[src/rtl/fetch_pc_sequencer.sv]
// Fetch PC sequencer: owns the architectural PC and picks sequential advance, hold,
// branch redirect (deferred across an I-cache miss) or halt each cycle.
module fetch_pc_sequencer #(
    parameter int               PC_W     = 16,
    parameter logic [PC_W-1:0]  RESET_PC = 16'h0000,
    parameter int               CNT_W    = 16
) (
    input  logic             clk_i,
    input  logic             rst_ni,
    input  logic             stall_i,
    input  logic             imem_busy_i,
    input  logic             redirect_i,
    input  logic [PC_W-1:0]  redirect_pc_i,
    input  logic             halt_dec_i,
    output logic [PC_W-1:0]  pc_o,
    output logic [PC_W-1:0]  pc_inc_o,
    output logic             imem_req_o,
    output logic             if_valid_o,
    output logic             flush_ifid_o,
    output logic             halted_o,
    output logic [CNT_W-1:0] miss_cycles_o
);

    typedef enum logic [1:0] {
        ST_RUN        = 2'd0,
        ST_MISS       = 2'd1,
        ST_MISS_REDIR = 2'd2,
        ST_HALT       = 2'd3
    } state_e;

    localparam logic [PC_W-1:0]  PC_STEP = PC_W'(2);
    localparam logic [CNT_W-1:0] CNT_MAX = {CNT_W{1'b1}};

    state_e            state_q, state_d;
    logic [PC_W-1:0]   pc_q, pc_d;
    logic [PC_W-1:0]   pend_pc_q, pend_pc_d;
    logic [CNT_W-1:0]  miss_q, miss_d;
    logic              halted_q;
    logic [PC_W-1:0]   pc_inc_s;

    function automatic logic [CNT_W-1:0] sat_inc(input logic [CNT_W-1:0] v);
        if (v == CNT_MAX) begin
            sat_inc = v;
        end else begin
            sat_inc = v + CNT_W'(1);
        end
    endfunction

    assign pc_inc_s = pc_q + PC_STEP;

    // Next-state, next-PC and pending-redirect selection
    always_comb begin
        state_d   = state_q;
        pc_d      = pc_q;
        pend_pc_d = pend_pc_q;
        case (state_q)
            ST_RUN: begin
                if (redirect_i) begin
                    if (imem_busy_i) begin
                        pend_pc_d = redirect_pc_i;
                        state_d   = ST_MISS_REDIR;
                    end else begin
                        pc_d = redirect_pc_i;
                    end
                end else if (imem_busy_i) begin
                    state_d = ST_MISS;
                end else if (halt_dec_i) begin
                    state_d = ST_HALT;
                end else if (stall_i) begin
                    pc_d = pc_q;
                end else begin
                    pc_d = pc_inc_s;
                end
            end
            ST_MISS: begin
                if (redirect_i) begin
                    pend_pc_d = redirect_pc_i;
                    state_d   = ST_MISS_REDIR;
                end else if (!imem_busy_i) begin
                    state_d = ST_RUN;
                    if (stall_i) begin
                        pc_d = pc_q;
                    end else begin
                        pc_d = pc_inc_s;
                    end
                end else begin
                    pc_d = pc_q;
                end
            end
            ST_MISS_REDIR: begin
                // The deferred target is taken even under stall: the filled word is wrong-path.
                if (!imem_busy_i) begin
                    pc_d    = pend_pc_q;
                    state_d = ST_RUN;
                end else if (redirect_i) begin
                    pend_pc_d = redirect_pc_i;
                end else begin
                    pend_pc_d = pend_pc_q;
                end
            end
            ST_HALT: begin
                state_d = ST_HALT;
            end
            default: begin
                state_d = ST_RUN;
                pc_d    = RESET_PC;
            end
        endcase
    end

    // Saturating count of cycles the I-cache reports a miss while not halted
    always_comb begin
        if (imem_busy_i && (state_q != ST_HALT)) begin
            miss_d = sat_inc(miss_q);
        end else begin
            miss_d = miss_q;
        end
    end

    // State, PC, pending target, counter and halt flag registers
    always_ff @(posedge clk_i or negedge rst_ni) begin
        if (!rst_ni) begin
            state_q   <= ST_RUN;
            pc_q      <= RESET_PC;
            pend_pc_q <= {PC_W{1'b0}};
            miss_q    <= {CNT_W{1'b0}};
            halted_q  <= 1'b0;
        end else begin
            state_q   <= state_d;
            pc_q      <= pc_d;
            pend_pc_q <= pend_pc_d;
            miss_q    <= miss_d;
            halted_q  <= (state_d == ST_HALT);
        end
    end

    // Fetch handshake outputs; all forced low while reset is held
    always_comb begin
        imem_req_o   = 1'b0;
        if_valid_o   = 1'b0;
        flush_ifid_o = 1'b0;
        if (rst_ni) begin
            imem_req_o   = (state_q != ST_HALT);
            if_valid_o   = (state_q == ST_RUN) && !imem_busy_i && !redirect_i && !halt_dec_i;
            flush_ifid_o = (redirect_i && (state_q != ST_HALT)) ||
                           ((state_q == ST_MISS_REDIR) && !imem_busy_i);
        end else begin
            imem_req_o   = 1'b0;
        end
    end

    assign pc_o          = pc_q;
    assign pc_inc_o      = pc_inc_s;
    assign halted_o      = halted_q;
    assign miss_cycles_o = miss_q;

endmodule

[config.mk]
export PLATFORM = sky130hd
export DESIGN_NAME = fetch_pc_sequencer
export DESIGN_NICKNAME = d
export VERILOG_FILES = /design/src/rtl/fetch_pc_sequencer.sv
export SDC_FILE = /design/constraint.sdc
export NUM_CORES = 1
export LEC_CHECK = 0
export CELL_PAD_IN_SITES_DETAIL_PLACEMENT = 1
export CELL_PAD_IN_SITES_GLOBAL_PLACEMENT = 1
export CORE_MARGIN = 2
export CORE_UTILIZATION = 38
export DETAILED_ROUTE_END_ITERATION = 16
export MAX_ROUTING_LAYER = met4
export PLACE_DENSITY_LB_ADDON = 0.1
export SKIP_LAST_GASP = 1
export SYNTH_ARGS = -nofsm -noshare
export SYNTH_HDL_FRONTEND = slang
export SYNTH_SLANG_ARGS = --single-unit
[constraint.sdc]
create_clock -name clk_i -period 2.5 [get_ports clk_i]
set_input_delay 0.5 -clock clk_i [delete_from_list [all_inputs] [get_ports clk_i]]
set_output_delay 0.5 -clock clk_i [all_outputs]
set_load 0.1 [all_outputs]
Yosys cells after proc, flatten, opt, wreduce, memory -nomap -nowiden
Index checks and enable logic that the tools add are counted.

word-level totals
  input port bits = 22
  bits in registers = 51
  output and inout port bits = 52

operators by class
  add/subtract/negate cells = 2
  bitwise gates (word level) = 1
  mux-type cells = 24
  reduce and logical (&&, ||, !) cells = 15
  eq/ne operators = 14

operators with widths
  kind                                                 count
  two-way mux 16 bit                                   12
  one-hot mux 16 bit (3 select lines)                  2
  adder 16 x 1 -> 16 bit, second input constant        1
  adder 16 x 2 -> 16 bit, second input constant        1
  equality test 16 bit, second input constant          1
  inequality test 2 bit, second input constant         8
  two-way mux 2 bit                                    6
  one-hot mux 2 bit (4 select lines)                   1
  equality test 2 bit, second input constant           3
  logical AND 1 bit                                    6
  AND reduction 6 bit                                  1
  AND reduction 4 bit                                  1
  logical NOT 1 bit                                    3
  two-way mux 1 bit                                    3
  inequality test 3 bit, second input constant         1
  nonzero test 3 bit                                   1
  equality test 2 x 1 -> 1 bit, second input constant  1
  logical NOT 2 bit                                    1
  AND reduction 2 bit                                  1
  logical OR 1 bit                                     1
  inverter 1 bit                                       1

Logic depth before layout (Yosys ltp)
  word-level depth = 6
  depth in mapped cells = 8
  mapped depth without buffers = 7

Least setup slack after synthesis
OpenSTA, ideal clock, no wires.

  path kind = flip-flop to output port
  start = reg pc_q[1], in the netlist pc_o[1]
  end = out pc_inc_o[13]
  setup slack = -1.747 ns
  cell stages (with the launch flop) = 6
  data required time = 2.000 ns
  arrival = 3.747 ns
  path buffers = 0
  path through = dfrtp_1 > ha_1 > nand4_1 > nor3_1 > nand3_1 > xnor2_1

on the way
  longest elaborated chain between the ends = 1

RTL lines
  what                    line  RTL
  start, declared         35    logic [PC_W-1:0] pc_q, pc_d;
  start signal, assigned  130   pc_q <= pc_d;
  adder 16 x 2 -> 16 bit  49    assign pc_inc_s = pc_q + PC_STEP;
  end, declared           16    output logic [PC_W-1:0] pc_inc_o,

No other way between the ends.

Final worst setup path
  start = reg pc_q[1], in the netlist pc_o[1]
  end = out pc_inc_o[10]

The elaborated chain is that of the path after synthesis.

==> impl_results.md <==
- Fin crit period: 2476 ps
- # IOs: 74
- Hold_ws: 234.7 ps
- Worst skew pair latency: 320 ps
- Die width: 95.51 µm
- Gr usage total: 0.2462
- Fin. max-slew vios: 0
- Post-Syn Area: 3182 µm²
- IO buf count: 73
- Clock buffer depth: 2
- Crit-path max FO: 4
- Synth warnings: 0
- Final period utilization: 0.9906
- Global route overflow: 0
- Max_cap viols: 0
- Via-per-instance ratio: 5.537
- DRT antenna net count: 0
- CP Capture Type: output pin
- Mux share of post-synthesis cell area: 0.07000
- Post-synth cell types: 55
- Area Overhead vs Synth: 53.91%
- Reg-to-reg endpoint: pc_o[13]$_DFFE_PN0P_
- Hold crit path type: primary input to async pin
- RD Place Congestion: 0.8796
- Final clock skew: 12.06 ps
- Vias in the first global route: 3195
- Post-Synth XOR/XNOR Area: 0.08533
- CP arrival: 1980 ps
- Post-CTS Hold Fix Bufs: 0
- Worst Setup Slack, final: 23.51 ps
- Filler cells: 893
- Detailed Place HPWL: 7990 µm
- Clock sink total: 51
- Fin area: 4897 µm²
- Nets: 484
- CTS clock-pin slew for the worst setup and hold paths: 110 ps
- RSZ-0062 raised after global routing: true
- Worst slack at placement: 108.8 ps
- TritonCTS clock tree: built
- H-Tree Level Count: 2
- DR pass1 iterations: 7
- First-pass GRT wire length: 16860 µm
- Via count: 3106
- Die extent in y: 95.51 µm
- Post-Synth Simple-Gate Area: 0.2033
- Ys flop type: dfrtp_1
- DR DRC count: 0
- Final wirelength: 10620 µm
- Crit Path Class: register to output pin
- Psw: 638.7 µW
- Initial antenna violation count: 0
- Required @ worst endpoint: 2000 ps
- Syn Nets: 371
- Switch share: 0.3398
- Nature of the critical path startpoint: register
- Reg2Reg Setup Slack: 310 ps
- Core Rows: 33
- Sequential fraction of design power: 0.469
- Die area: 9121 µm²
- Syn Inst Count: 342
- First DRT Iteration DRCs: 108
- Fmax: 403.8 MHz
- EDFF count, synth: 0
- Sequential area share after synthesis: 0.4011
- Core area: 8175 µm²
- Power Density: 383.8 nW/µm²
- Worst slew margin: 0.7472
- Synth Area in Compound Gates: 0.1707
- Cts bufs inserted: 5
- Final hold vios: 0
- Post-Synth Adder-Cell Area: 0.02753
- Yosys reg bits: 51
- Synth async-reset ratio: 1.000
- Lkg Pwr: 2.147 nW
- Share of post-route cells with drive strength above 1: 0.3991
- Post-Place Cell Area: 4614 µm²
- Worst-Margin Slew: 379.1 ps
- Root Buffer: clkbuf_8
- FF-to-FF path depth: 8
- Largest family of logic cells by synthesized area: simple AND/OR/NAND/NOR gates
- Ant. Diodes: 0
- Drt wl/cell: 18.94 µm
- Maximum vdd ir drop: 177.7 µV
- Combinational share of power: 0.246
- # setup viols final: 0
- Outcome: finished, final reports clean
- Initial core utilization: 0.3892
- Pin count of the biggest net entering global routing: 28
- Reg-to-Reg Start: pc_o[1]$_DFFE_PN0P_
- Avg Inst Size Synth: 9.304 µm²
- Clk network pwr share: 0.284
- Int Pwr: 1.241 mW
-- Yosys cell counts, drive strengths merged (2+ instances only) --
cell,count,share of area
a21o,2,0.0047
nor4,5,0.0098
clkbuf,12,0.015
inv,9,0.011
o21ai,16,0.025
a31oi,2,0.0039
nor3b,2,0.0047
nand2,33,0.039
dfrtp,51,0.40
buf,10,0.017
o22ai,4,0.0079
mux2i,2,0.0063
ha,7,0.028
nand3,11,0.017
a221o,2,0.0063
nor2,26,0.031
nor2b,6,0.012
a22oi,2,0.0047
mux2,18,0.064
nor3,9,0.014
nand4,8,0.016
xor2,12,0.033
o221ai,2,0.0055
a22o,2,0.0055
and3,4,0.0079
a2111oi,3,0.018
and4,5,0.014
a221oi,5,0.016
o2bb2ai,2,0.0055
nand2b,3,0.0059
a21oi,22,0.035
xnor2,19,0.052
nand4b,2,0.0055
a211o,2,0.0055
and2,8,0.016
-- final cells by class --
cell class / count / area, µm² / share of cell area
flip-flops and latches: 51 / 1323 / 0.2701
clock buffers: 6 / 82.58 / 0.01686
well taps: 105 / 131.4 / 0.02683
multi-input cells: 260 / 2086 / 0.4259
clock inverters: 2 / 16.27 / 0.003321
repair buffers: 128 / 1225 / 0.2501
inverters: 9 / 33.78 / 0.006898
-- worst max-delay path by stage --
stage | to | from | depth (start not counted) | slack (ps)
floorplan | pc_inc_o[13] | pc_o[2]$_DFFE_PN0P_ | 5 | -330
global placement | pc_o[0]$_DFFE_PN0P_ | redirect_i | 6 | 130
detailed placement | miss_cycles_o[13]$_DFFE_PN0P_ | imem_busy_i | 7 | 110
CTS | pc_inc_o[10] | pc_o[3]$_DFFE_PN0P_ | 6 | -60
global route | pc_inc_o[14] | pc_o[8]$_DFFE_PN0P_ | 5 | -80
finish | pc_inc_o[10] | pc_o[1]$_DFFE_PN0P_ | 7 | 20
-- kinds of logic (layout without fill, tap and decap cells) --
family,after synthesis,count (layout)
fa+ha+maj,7,7
xor+xnor,31,31
compound gates,76,76
buf+inv,31,145
mux,20,20
flops,51,51
simple gates,126,126
-- metal layers --
metal  vias up  wire [µm]  track usage
met1      1583       4343       0.2889
met2        62       5817       0.4542
met3         6        385      0.02925
met5         -          0            -
met4         0         76      0.04881
li1       1455          -            -
-- worst max-delay path, cell delays in order (launching register included) --
cell and delay, ps:
dfrtp_4 460, buf_4 150, nand3_2 140, nor2_4 170, nand3_4 160, nor2_4 200
xor2_4 190, buf_12 190
-- per-stage QoR --
step	std cells	util	setup TNS (ps)	power, mW
after CTS	543	0.5790	-199.3	1.885
final	561	0.5990	0	1.880
after floorplan	342	-	-806.6	1.181
after detailed placement	533	0.5644	0	1.349
after global placement	533	0.5644	0	1.340
after global routing	561	0.5990	-307.7	1.943
-- repair_timing --
action,CTS,global route
pin swaps,2,7
setup endpoints to repair,6,8
resized for setup,1,6
buffers inserted,2,18
gates cloned,0,0
-- state kept, by name, indices dropped and copies added (netlist names) --
signal         flops
state_q            2
pend_pc_q         16
miss_cycles_o     16
pc_o              16
halted_o           1
-- cells in the final DEF (no fill, tap or decap), types with 3 or more instances in the layout --
cell type	n
nand2_1	32
nand3_1	7
ha_1	6
xor2_4	5
xnor2_4	5
and3_1	4
nand4_1	8
inv_1	9
buf_12	17
nor2_4	4
a21oi_1	22
buf_4	89
nor2_1	20
clkbuf_8	6
xor2_1	6
nor4_1	5
nor3_1	7
a221oi_1	4
and2_1	7
clkdlybuf4s50_1	20
xnor2_1	12
dfrtp_1	38
and4_1	5
nand3_2	3
mux2_2	18
o21ai_0	14
nor2b_1	5
dfrtp_4	12
nand2b_1	3
o22ai_1	4
-- power groups by stage --
stage / combinational, mW / sequential, mW / clock [mW]
2_1_floorplan: 0.204 / 0.976 / 0
5_1_grt: 0.486 / 0.887 / 0.571
3_3_place_gp: 0.435 / 0.904 / 0
3_5_place_dp: 0.443 / 0.906 / 0
4_1_cts: 0.445 / 0.888 / 0.552
6_report: 0.463 / 0.882 / 0.534
Note: power is estimated with default switching activity, not from simulation.
